`src/rtl/ifetch_ctrl_if.sv`:
```
// Fetch-side bus of ifetch_ctrl: instruction memory port, redirect input and
// the valid/ready hand-off to decode. The controller uses the master modport.
interface ifetch_ctrl_if;
    logic        fetch_en;
    logic [31:0] imem_pc;
    logic [31:0] imem_inst;
    logic        redirect_valid;
    logic [31:0] redirect_pc;
    logic        if_valid;
    logic        if_ready;
    logic [31:0] if_inst;
    logic [31:0] if_pc;

    modport master (
        input  fetch_en,
        input  imem_inst,
        input  redirect_valid,
        input  redirect_pc,
        input  if_ready,
        output imem_pc,
        output if_valid,
        output if_inst,
        output if_pc
    );

    modport slave (
        output fetch_en,
        output imem_inst,
        output redirect_valid,
        output redirect_pc,
        output if_ready,
        input  imem_pc,
        input  if_valid,
        input  if_inst,
        input  if_pc
    );
endinterface

```
`src/rtl/ifetch_ctrl.sv`:
```
// Instruction-fetch controller: issues word-aligned fetches to a registered
// instruction memory (one-cycle latency), tracks the single in-flight read,
// buffers returned words in a small FIFO and hands them to decode. Redirects
// flush everything and restart fetch at the new target.
module ifetch_ctrl #(
    parameter logic [31:0] RESET_PC  = 32'h0000_0000,
    parameter int unsigned BUF_DEPTH = 2
) (
    input logic          clk,
    input logic          rst,
    ifetch_ctrl_if.master bus
);

    localparam int unsigned PtrW = (BUF_DEPTH > 1) ? $clog2(BUF_DEPTH) : 1;
    localparam int unsigned CntW = $clog2(BUF_DEPTH + 1);
    localparam logic [CntW:0]   DepthOcc  = (CntW + 1)'(BUF_DEPTH);
    localparam logic [CntW-1:0] DepthCnt  = CntW'(BUF_DEPTH);
    localparam logic [PtrW-1:0] LastSlot  = PtrW'(BUF_DEPTH - 1);

    logic [31:0]     fetch_pc_q, fetch_pc_d;
    logic            inflight_valid_q, inflight_valid_d;
    logic [31:0]     inflight_pc_q, inflight_pc_d;
    logic [31:0]     buf_pc_q   [BUF_DEPTH];
    logic [31:0]     buf_inst_q [BUF_DEPTH];
    logic [PtrW-1:0] rd_ptr_q, rd_ptr_d;
    logic [PtrW-1:0] wr_ptr_q, wr_ptr_d;
    logic [CntW-1:0] count_q, count_d;

    logic            buf_nonempty;
    logic            pop;
    logic            push;
    logic            issue;
    logic [CntW:0]   occupancy;
    logic            unused_redirect_lo;

    // Low target bits are forced to zero, so they never reach any logic.
    assign unused_redirect_lo = ^bus.redirect_pc[1:0];

    function automatic logic [PtrW-1:0] ptr_inc(input logic [PtrW-1:0] p);
        if (p == LastSlot) begin
            return '0;
        end
        return p + 1'b1;
    endfunction

    // Decode-side outputs and the push/pop/issue decisions for this cycle.
    always_comb begin
        buf_nonempty = (count_q != '0);
        // A redirect masks valid so that no stale instruction transfers.
        bus.if_valid = buf_nonempty & ~bus.redirect_valid;
        bus.if_inst  = buf_nonempty ? buf_inst_q[rd_ptr_q] : 32'h0;
        bus.if_pc    = buf_nonempty ? buf_pc_q[rd_ptr_q] : 32'h0;
        bus.imem_pc  = fetch_pc_q;

        pop  = bus.if_valid & bus.if_ready;
        push = inflight_valid_q & ~bus.redirect_valid;
        // Reserve a slot for every outstanding read so the FIFO never overflows.
        occupancy = {1'b0, count_q} + (CntW + 1)'(inflight_valid_q) - (CntW + 1)'(pop);
        issue     = bus.fetch_en & ~bus.redirect_valid & (occupancy < DepthOcc);
    end

    // Next-state for fetch PC, in-flight tracking and FIFO pointers.
    always_comb begin
        fetch_pc_d       = fetch_pc_q;
        inflight_valid_d = inflight_valid_q;
        inflight_pc_d    = inflight_pc_q;
        rd_ptr_d         = rd_ptr_q;
        wr_ptr_d         = wr_ptr_q;
        count_d          = count_q;

        if (bus.redirect_valid) begin
            fetch_pc_d       = {bus.redirect_pc[31:2], 2'b00};
            inflight_valid_d = 1'b0;
            rd_ptr_d         = '0;
            wr_ptr_d         = '0;
            count_d          = '0;
        end else begin
            inflight_valid_d = issue;
            if (issue) begin
                inflight_pc_d = fetch_pc_q;
                fetch_pc_d    = fetch_pc_q + 32'd4;
            end
            if (push) begin
                wr_ptr_d = ptr_inc(wr_ptr_q);
            end
            if (pop) begin
                rd_ptr_d = ptr_inc(rd_ptr_q);
            end
            unique case ({push, pop})
                2'b10:   count_d = count_q + 1'b1;
                2'b01:   count_d = count_q - 1'b1;
                default: count_d = count_q;
            endcase
        end
    end

    // Control state register with synchronous reset.
    always_ff @(posedge clk) begin
        if (rst) begin
            fetch_pc_q       <= RESET_PC;
            inflight_valid_q <= 1'b0;
            inflight_pc_q    <= 32'h0;
            rd_ptr_q         <= '0;
            wr_ptr_q         <= '0;
            count_q          <= '0;
        end else begin
            fetch_pc_q       <= fetch_pc_d;
            inflight_valid_q <= inflight_valid_d;
            inflight_pc_q    <= inflight_pc_d;
            rd_ptr_q         <= rd_ptr_d;
            wr_ptr_q         <= wr_ptr_d;
            count_q          <= count_d;
        end
    end

    // FIFO payload; contents are don't-care while count is zero.
    always_ff @(posedge clk) begin
        if (push) begin
            buf_pc_q[wr_ptr_q]   <= inflight_pc_q;
            buf_inst_q[wr_ptr_q] <= bus.imem_inst;
        end
    end

`ifndef SYNTHESIS
    // The issue rule must keep a push from landing in a full FIFO.
    always_ff @(posedge clk) begin
        if (!rst) begin
            assert (!(push && !pop && count_q == DepthCnt))
            else $error("ifetch_ctrl: instruction FIFO overflow");
        end
    end
`endif

endmodule

```
`src/flat_wrapper.sv`:
```
// flat-port wrapper written by rule: the top's interface ports become plain ports
module ifetch_ctrl_flat 
#(
    parameter logic [31:0] RESET_PC  = 32'h0000_0000,
    parameter int unsigned BUF_DEPTH = 2
)
  (clk, rst, bus_fetch_en, bus_imem_inst, bus_redirect_valid, bus_redirect_pc, bus_if_ready, bus_imem_pc, bus_if_valid, bus_if_inst, bus_if_pc);
  ifetch_ctrl_if bus_i ();
  input logic clk;
  input logic rst;
  input wire logic [$bits(bus_i.fetch_en)-1:0] bus_fetch_en;
  input wire logic [$bits(bus_i.imem_inst)-1:0] bus_imem_inst;
  input wire logic [$bits(bus_i.redirect_valid)-1:0] bus_redirect_valid;
  input wire logic [$bits(bus_i.redirect_pc)-1:0] bus_redirect_pc;
  input wire logic [$bits(bus_i.if_ready)-1:0] bus_if_ready;
  output wire logic [$bits(bus_i.imem_pc)-1:0] bus_imem_pc;
  output wire logic [$bits(bus_i.if_valid)-1:0] bus_if_valid;
  output wire logic [$bits(bus_i.if_inst)-1:0] bus_if_inst;
  output wire logic [$bits(bus_i.if_pc)-1:0] bus_if_pc;
  assign bus_i.fetch_en = bus_fetch_en;
  assign bus_i.imem_inst = bus_imem_inst;
  assign bus_i.redirect_valid = bus_redirect_valid;
  assign bus_i.redirect_pc = bus_redirect_pc;
  assign bus_i.if_ready = bus_if_ready;
  assign bus_imem_pc = bus_i.imem_pc;
  assign bus_if_valid = bus_i.if_valid;
  assign bus_if_inst = bus_i.if_inst;
  assign bus_if_pc = bus_i.if_pc;
  ifetch_ctrl #(.RESET_PC(RESET_PC), .BUF_DEPTH(BUF_DEPTH)) u_core (.clk(clk), .rst(rst), .bus(bus_i));
endmodule
```
`config.mk`:
```
export PLATFORM = sky130hd
export DESIGN_NAME = ifetch_ctrl_flat
export DESIGN_NICKNAME = d
export VERILOG_FILES = /design/src/rtl/ifetch_ctrl_if.sv /design/src/rtl/ifetch_ctrl.sv /design/src/flat_wrapper.sv
export SDC_FILE = /design/constraint.sdc
export NUM_CORES = 1
export LEC_CHECK = 0
export ABC_CLOCK_PERIOD_IN_PS = 8500
export BUFFER_PORTS_ARGS = -buffer_cell sky130_fd_sc_hd__buf_2
export CORE_UTILIZATION = 43
export DETAILED_ROUTE_END_ITERATION = 8
export PLACE_DENSITY = 0.67
export SLEW_MARGIN = 20
export SYNTH_ARGS = -nofsm -noshare
export SYNTH_HDL_FRONTEND = slang
export SYNTH_SLANG_ARGS = --single-unit
```
`constraint.sdc`:
```
create_clock -name clk -period 8.5 [get_ports clk]
set_input_delay 0.425 -clock clk [delete_from_list [all_inputs] [get_ports clk]]
set_output_delay 0.425 -clock clk [all_outputs]
set_load 0.05 [all_outputs]
```
==> results of run 1 <==
==> layer usage <==
metal  share of wire  GRT usage  vias up
met3           0.069     0.0419       12
met4           0.011     0.0604        0
li1                -          -     2721
met1            0.45      0.251     2600
met2            0.47      0.322      193
met5               0          0        -
==> worst paths after layout <==
| path | from | to |
|---|---|---|
| worst max-delay path | bus_redirect_valid | u_core.bus.imem_pc[14] |
| worst min-delay path | bus_imem_inst[12] | u_core.buf_inst_q[0][12] |
| worst max register to register | u_core.count_q[1] | u_core.bus.imem_pc[14] |
| worst min register to register | u_core.inflight_pc_q[24] | u_core.buf_pc_q[0][24] |
==> registers in the layout (all words and copies together) (netlist names), named ones only <==
signal and cells:
u_core.bus.imem_pc 30, u_core.count_q 2, u_core.rd_ptr_q 1, u_core.buf_inst_q 64, u_core.inflight_valid_q 1, u_core.wr_ptr_q 1, u_core.buf_pc_q 60, u_core.inflight_pc_q 30
==> report_power, final <==
group	leakage, uW	internal (uW)	switching, uW	total [uW]
sequential	0.00174	998	21.2	1020
combinational	0.00141	36.5	93.4	130
clock	0.000271	458	321	779
==> layout by cell type, fill, tap and decap left out, types with 4 or more instances in the layout <==
cell type / instances
a21oi_1: 55
o311ai_0: 5
buf_2: 159
mux2_2: 5
nand3_1: 13
nand4_1: 11
xnor2_1: 7
conb_1: 4
clkinv_1: 5
o22ai_1: 4
nor3_1: 10
nor4_1: 14
a31oi_1: 6
edfxtp_1: 124
inv_1: 9
clkbuf_16: 17
o21ai_0: 11
o211ai_1: 4
xor2_1: 4
dfxtp_1: 65
nor2_1: 79
and2_1: 6
nand2_1: 90
buf_4: 6
mux2i_1: 62
==> worst reg2reg max path, stage by stage (launching register included) <==
cell and delay, ns:
dfxtp_1 0.54, nor2_4 0.05, nor2_1 0.10, and2_1 0.18, ha_1 0.23, nand2b_1 0.15
fa_1 0.42, xor2_1 0.18, nor3_2 0.87, buf_4 0.46, nand3_1 0.13, mux2_2 0.29
a21oi_1 0.14
==> final cells by class <==
cell class	count	area, um2	area share
flip-flops and latches	190	5050	0.539
multi-input cells	432	2570	0.275
repair buffers	165	841	0.0898
clock buffers	19	433	0.0462
well taps	225	282	0.0301
clock inverters	13	146	0.0156
inverters	9	33.8	0.00361
diodes	1	2.50	0.000267
==> through the flow <==
step / setup WS, ns / std cells / cell area [um2] / hold WS (ns) / total power [uW]
floorplan: 4.24 / 678 / 7820 / 0.425 / 1120
global placement: 4.15 / 1021 / 8780 / 0.431 / 1170
detailed placement: 4.11 / 1021 / 8780 / 0.439 / 1170
CTS: 4.57 / 1053 / 9360 / 0.174 / 1940
global route: 4.29 / 1053 / 9360 / 0.173 / 1990
finish: 4.55 / 1054 / 9360 / 0.190 / 1930
==> logic make-up (layout without fill, tap and decap cells) <==
| group | Yosys count | in the layout | synth area share |
|---|---|---|---|
| AOI/OAI and AO/OA | 99 | 99 | 0.0750 |
| other | 1 | 5 | 0.000480 |
| muxes | 67 | 67 | 0.0866 |
| DFF | 190 | 190 | 0.646 |
| buffers and inverters | 56 | 206 | 0.0291 |
| adders and majority gates | 4 | 4 | 0.00737 |
| and+or+nand+nor | 247 | 247 | 0.143 |
| xor gates and xnor gates | 11 | 11 | 0.0123 |
==> impl_results.md, run 1 <==
- Critical path depth: 12
- Final WL: around 18 mm
- Rel. slew slack: 0.274
- Hold_buf cts: 0
- Skew final: about 0.0057 ns
- Worst Hold Class: in -> reg
- WS Path Type: in -> reg
- Clock root cell: clkbuf_16
- Detail Route Antenna Nets: 0
- Chip height: roughly 140 um
- Clock Path Buffers: 2
- Share of flip-flops with an asynchronous set or reset: 0
- # H-tree levels: 4
- Max_cap viols: 0
- Setup slack, reg-to-reg: around 4.7 ns
- Number of global-route vias before repair: around 5200
- Synth Register Bits: between 150 and 200
- FF-to-FF path depth: 12
- Die area: roughly 19000 um2
- Via Count: between 5000 and 6000
- Row count: 48
- Avg WL per Cell: 16.7 um
- Initial antenna violation count: 1
- Initial Util: 0.445
- Seq/Total Area, Yosys: 0.646
- Power density cells: between 200 and 250 nW/um2
- Ys flop type: edfxtp_1
- Clock transition at path regs: roughly 0.06 ns
- Final slew viol count: 0
- Setup-failing EPs final: 0
- Synth cell count leaders: 124 x edfxtp_1, 91 x nand2_1, 81 x nor2_1
- Post-Syn Area: roughly 7800 um2
- CP Cell Sequence: buf_2, nor2_1, and2_1, ha_1, nand2b_1, fa_1, xor2_1, nor3_2, buf_4, nand3_1, mux2_2, a21oi_1
- Setup Total Neg Slack: 0 ns
- Critical Path RT: 8.85 ns
- Nets: a little under 900
- Tightest Pin Transition: approximately 1.1 ns
- Inserted Clock Buffers: 17
- Largest cells by area after synthesis: edfxtp_1 48%, dfxtp_1 17%, mux2i_1 7.9%, nand2_1 4.4%, nor2_1 3.9%
- Post-CTS setup repair buffer count: 0
- Worst Setup End Kind: register
- CTS tree: done
- Total GRT Usage: 0.193
- Port Buf Inserts: between 150 and 200
- Synth warn: 0
- Gpl congestion: 0.788
- Final HPWL DP: 11.3 mm
- Core Box Area: approximately 18000 um2
- Worst-Skew Late Latency: around 0.42 ns
- Synth unique cells: 50
- Top cell family by delay on the critical path: simple AND/OR/NAND/NOR gates
- Final hold viol count: 0
- Worst setup SP type: primary input
- Post-synth top area cell: edfxtp_1
- Total grt overflow: 0
- Max VDD drop: about 0.15 mV
- Final Util: 0.534
- RSZ-0062 raised after global routing: false
- Iteration-0 DRC Markers: ~280
- Vias/cell: 5.24
- Cts repair resizes: 0
- Worst Path Max Fanout: 41
- Top Ports: roughly 170
- Largest incremental delay on the critical path: 0.87 ns
- Leak pwr: 0.00343 uW
- Crit path buffers/inverters: 2
- Most common cell in the netlist: edfxtp_1
- Post-Syn Instances: 675
- Arr. time, crit path: 4.30 ns
- Syn Area/Cell: ~12 um2
- Die W: ~140 um
- Post-synth top area share: 0.477
- Min-Delay Path Depth: 1
- Pin count of the biggest net entering global routing: 65
- Max stage delay cell, worst path: nor3_2
- Pre-antenna DRT Iters: 5
- Crit share post-route: 0.465
- Status: complete, no violations
- Global-route wire length before repair: about 27 mm
- EDFF count, synth: around 120
- Layout fillers: 1605
- Clk sinks: 190
- DRC errors left: 0
- Max frequency: approximately 250 MHz
- Crit path time final: roughly 4 ns
- Layout cells sized above 1: 0.250
- Synthesis-to-layout area growth: 19.8%
Power figures use the tool's default switching activity.
==> inputs of run 2 (changes only) <==
ABC_CLOCK_PERIOD_IN_PS = 4100   (was 8500)
clock period = 4.1 ns   (was 8.5 ns; I/O delays follow)
==> impl_results.md, run 2 (synthesized netlist as in run 1, its figures left out) <==
- Status: complete, no violations
- Setup Total Neg Slack: 0 ns
- Final HPWL DP: about 12 mm
- Worst Setup SP: u_core.count_q[1]
- Gpl congestion: between 0.7 and 0.8
- Number of global-route vias before repair: 5415
- Avg WL per Cell: 16.3 um
- CTS tree: done
- Detail Route Antenna Nets: 0
- Initial antenna violation count: 1
- Worst Setup End Kind: register
- WS Path Type: reg -> reg
- Iteration-0 DRC Markers: about 280
- Non-filler cells, final: ~1100
- Total GRT Usage: 0.196
- Final slew viol count: 0
- Clock transition at path regs: ~0.07 ns
- Max VDD drop: about 0.32 mV
- Rel. slew slack: 0.466
- Tightest Pin Transition: 0.801 ns
- Vias/cell: 5.22
- Final Instance Area: approximately 9800 um2
- Inserted Clock Buffers: 17
- Clk sinks: 190
- Via Count: roughly 5700
- Top Registers: u_core.buf_inst_q: 64 flops, u_core.buf_pc_q: 60 flops
- Core Box Area: between 15000 and 20000 um2
- Crit path time final: ~3.3 ns
- Power density cells: 421 nW/um2
- Pin count of the biggest net entering global routing: 63
- Total grt overflow: 0
- DRC errors left: 0
- Initial Util: 0.445
- Skew final: between 0.006 and 0.007 ns
- Die area: roughly 19000 um2
- Max reg flops: 64
- Synthesis-to-layout area growth: 25.4%
- Dpl cells: about 1000
- Nets: approximately 920
- Critical Path RT: approximately 4.4 ns
- Final WL: 17.7 mm
- Port Buf Inserts: between 150 and 200
- Die W: roughly 140 um
- Layout cells sized above 1: 0.249
- Power Total: approximately 4100 uW
- Row count: 48
- Clock Path Buffers: 2
- Clock root cell: clkbuf_16
- Chip height: 137 um
- Most frequent cells in the layout: 159 x buf_2, 124 x edfxtp_1, 90 x nand2_1
- RSZ-0062 raised after global routing: false
- Leak pwr: between 0.003 and 0.004 uW
- Post-CTS setup repair buffer count: 0
- Layout fillers: 1553
- Cell Area, Placed: 8830 um2
- Worst setup SP type: register
- Top Ports: roughly 170
- Max_cap viols: 0
- Worst Hold Class: in -> reg
- Worst Path Max Fanout: 33
- Crit share post-route: 0.813
- # H-tree levels: 4
- Most common cell after layout, fill and taps aside: buf_2
- Max frequency: between 200 and 300 MHz
- FF-to-FF Start: u_core.count_q[1]
- Setup-failing EPs final: 0
- Global-route wire length before repair: between 20 and 30 mm
- Hold path start: bus_redirect_pc[12]
- Pre-antenna DRT Iters: 5
- Reg with most FFs: u_core.buf_inst_q
- Final hold viol count: 0
- Worst-Skew Late Latency: 0.43 ns
- Final Util: 0.559
- Arr. time, crit path: ~3.6 ns
-- run 2: routing by layer --
layer | GRT usage | vias to the layer above | share of wire
met5 | 0 | - | 0
met4 | 0.0812 | 0 | 0.020
met1 | 0.254 | 2662 | 0.45
met3 | 0.0363 | 25 | 0.057
met2 | 0.322 | 194 | 0.47
li1 | - | 2799 | -
-- run 2: layout make-up --
type / instances / area, um2 / share of cell area
diodes: 1 / 2.50 / 0.000255
clock buffers: 19 / 433 / 0.0442
clock inverters: 12 / 185 / 0.0189
inverters: 9 / 33.8 / 0.00345
multi-input cells: 432 / 2570 / 0.263
flip-flops and latches: 190 / 5050 / 0.515
well taps: 225 / 282 / 0.0287
repair buffers: 201 / 1240 / 0.126
-- run 2: final timing paths --
path	endpoint	slack (ns)	depth (start not counted)
worst max-delay path	u_core.bus.imem_pc[10]	0.77	12
worst min-delay path	u_core.bus.imem_pc[12]	0.02	3
worst min register to register	u_core.buf_pc_q[0][31]	0.45	0
worst max register to register	u_core.bus.imem_pc[10]	0.77	12
-- run 2: worst max-delay path, cell delays in order, from the launching register on --
cell and delay (ns):
dfxtp_1 0.52, nor2_4 0.05, nor2_1 0.11, and2_1 0.17, ha_1 0.23, nand2b_1 0.16
fa_1 0.49, and3b_1 0.23, nand2_2 0.31, buf_4 0.43, o21ai_0 0.17, a221oi_1 0.29
nor2_1 0.07
-- run 2: what timing repair did --
| action | in CTS | in global routing |
|---|---|---|
| hold buffers | 32 | 0 |
| resized for setup | 0 | 0 |
| hold endpoints to repair | 64 | 0 |
-- run 2: through the flow --
step | hold slack, ns | setup slack (ns)
2_1_floorplan | 0.304 | 0.0608
3_3_place_gp | 0.393 | 0.840
3_5_place_dp | 0.397 | 0.794
4_1_cts | 0.00182 | 0.767
5_1_grt | 0.0268 | 0.489
6_report | 0.0211 | 0.766
-- run 2: power breakdown --
part | total, uW | switching [uW] | internal, uW
logic | 297 | 199 | 98.2
clock network | 1710 | 685 | 1030
registers | 2110 | 43.9 | 2070
total | 4120 | 927 | 3190
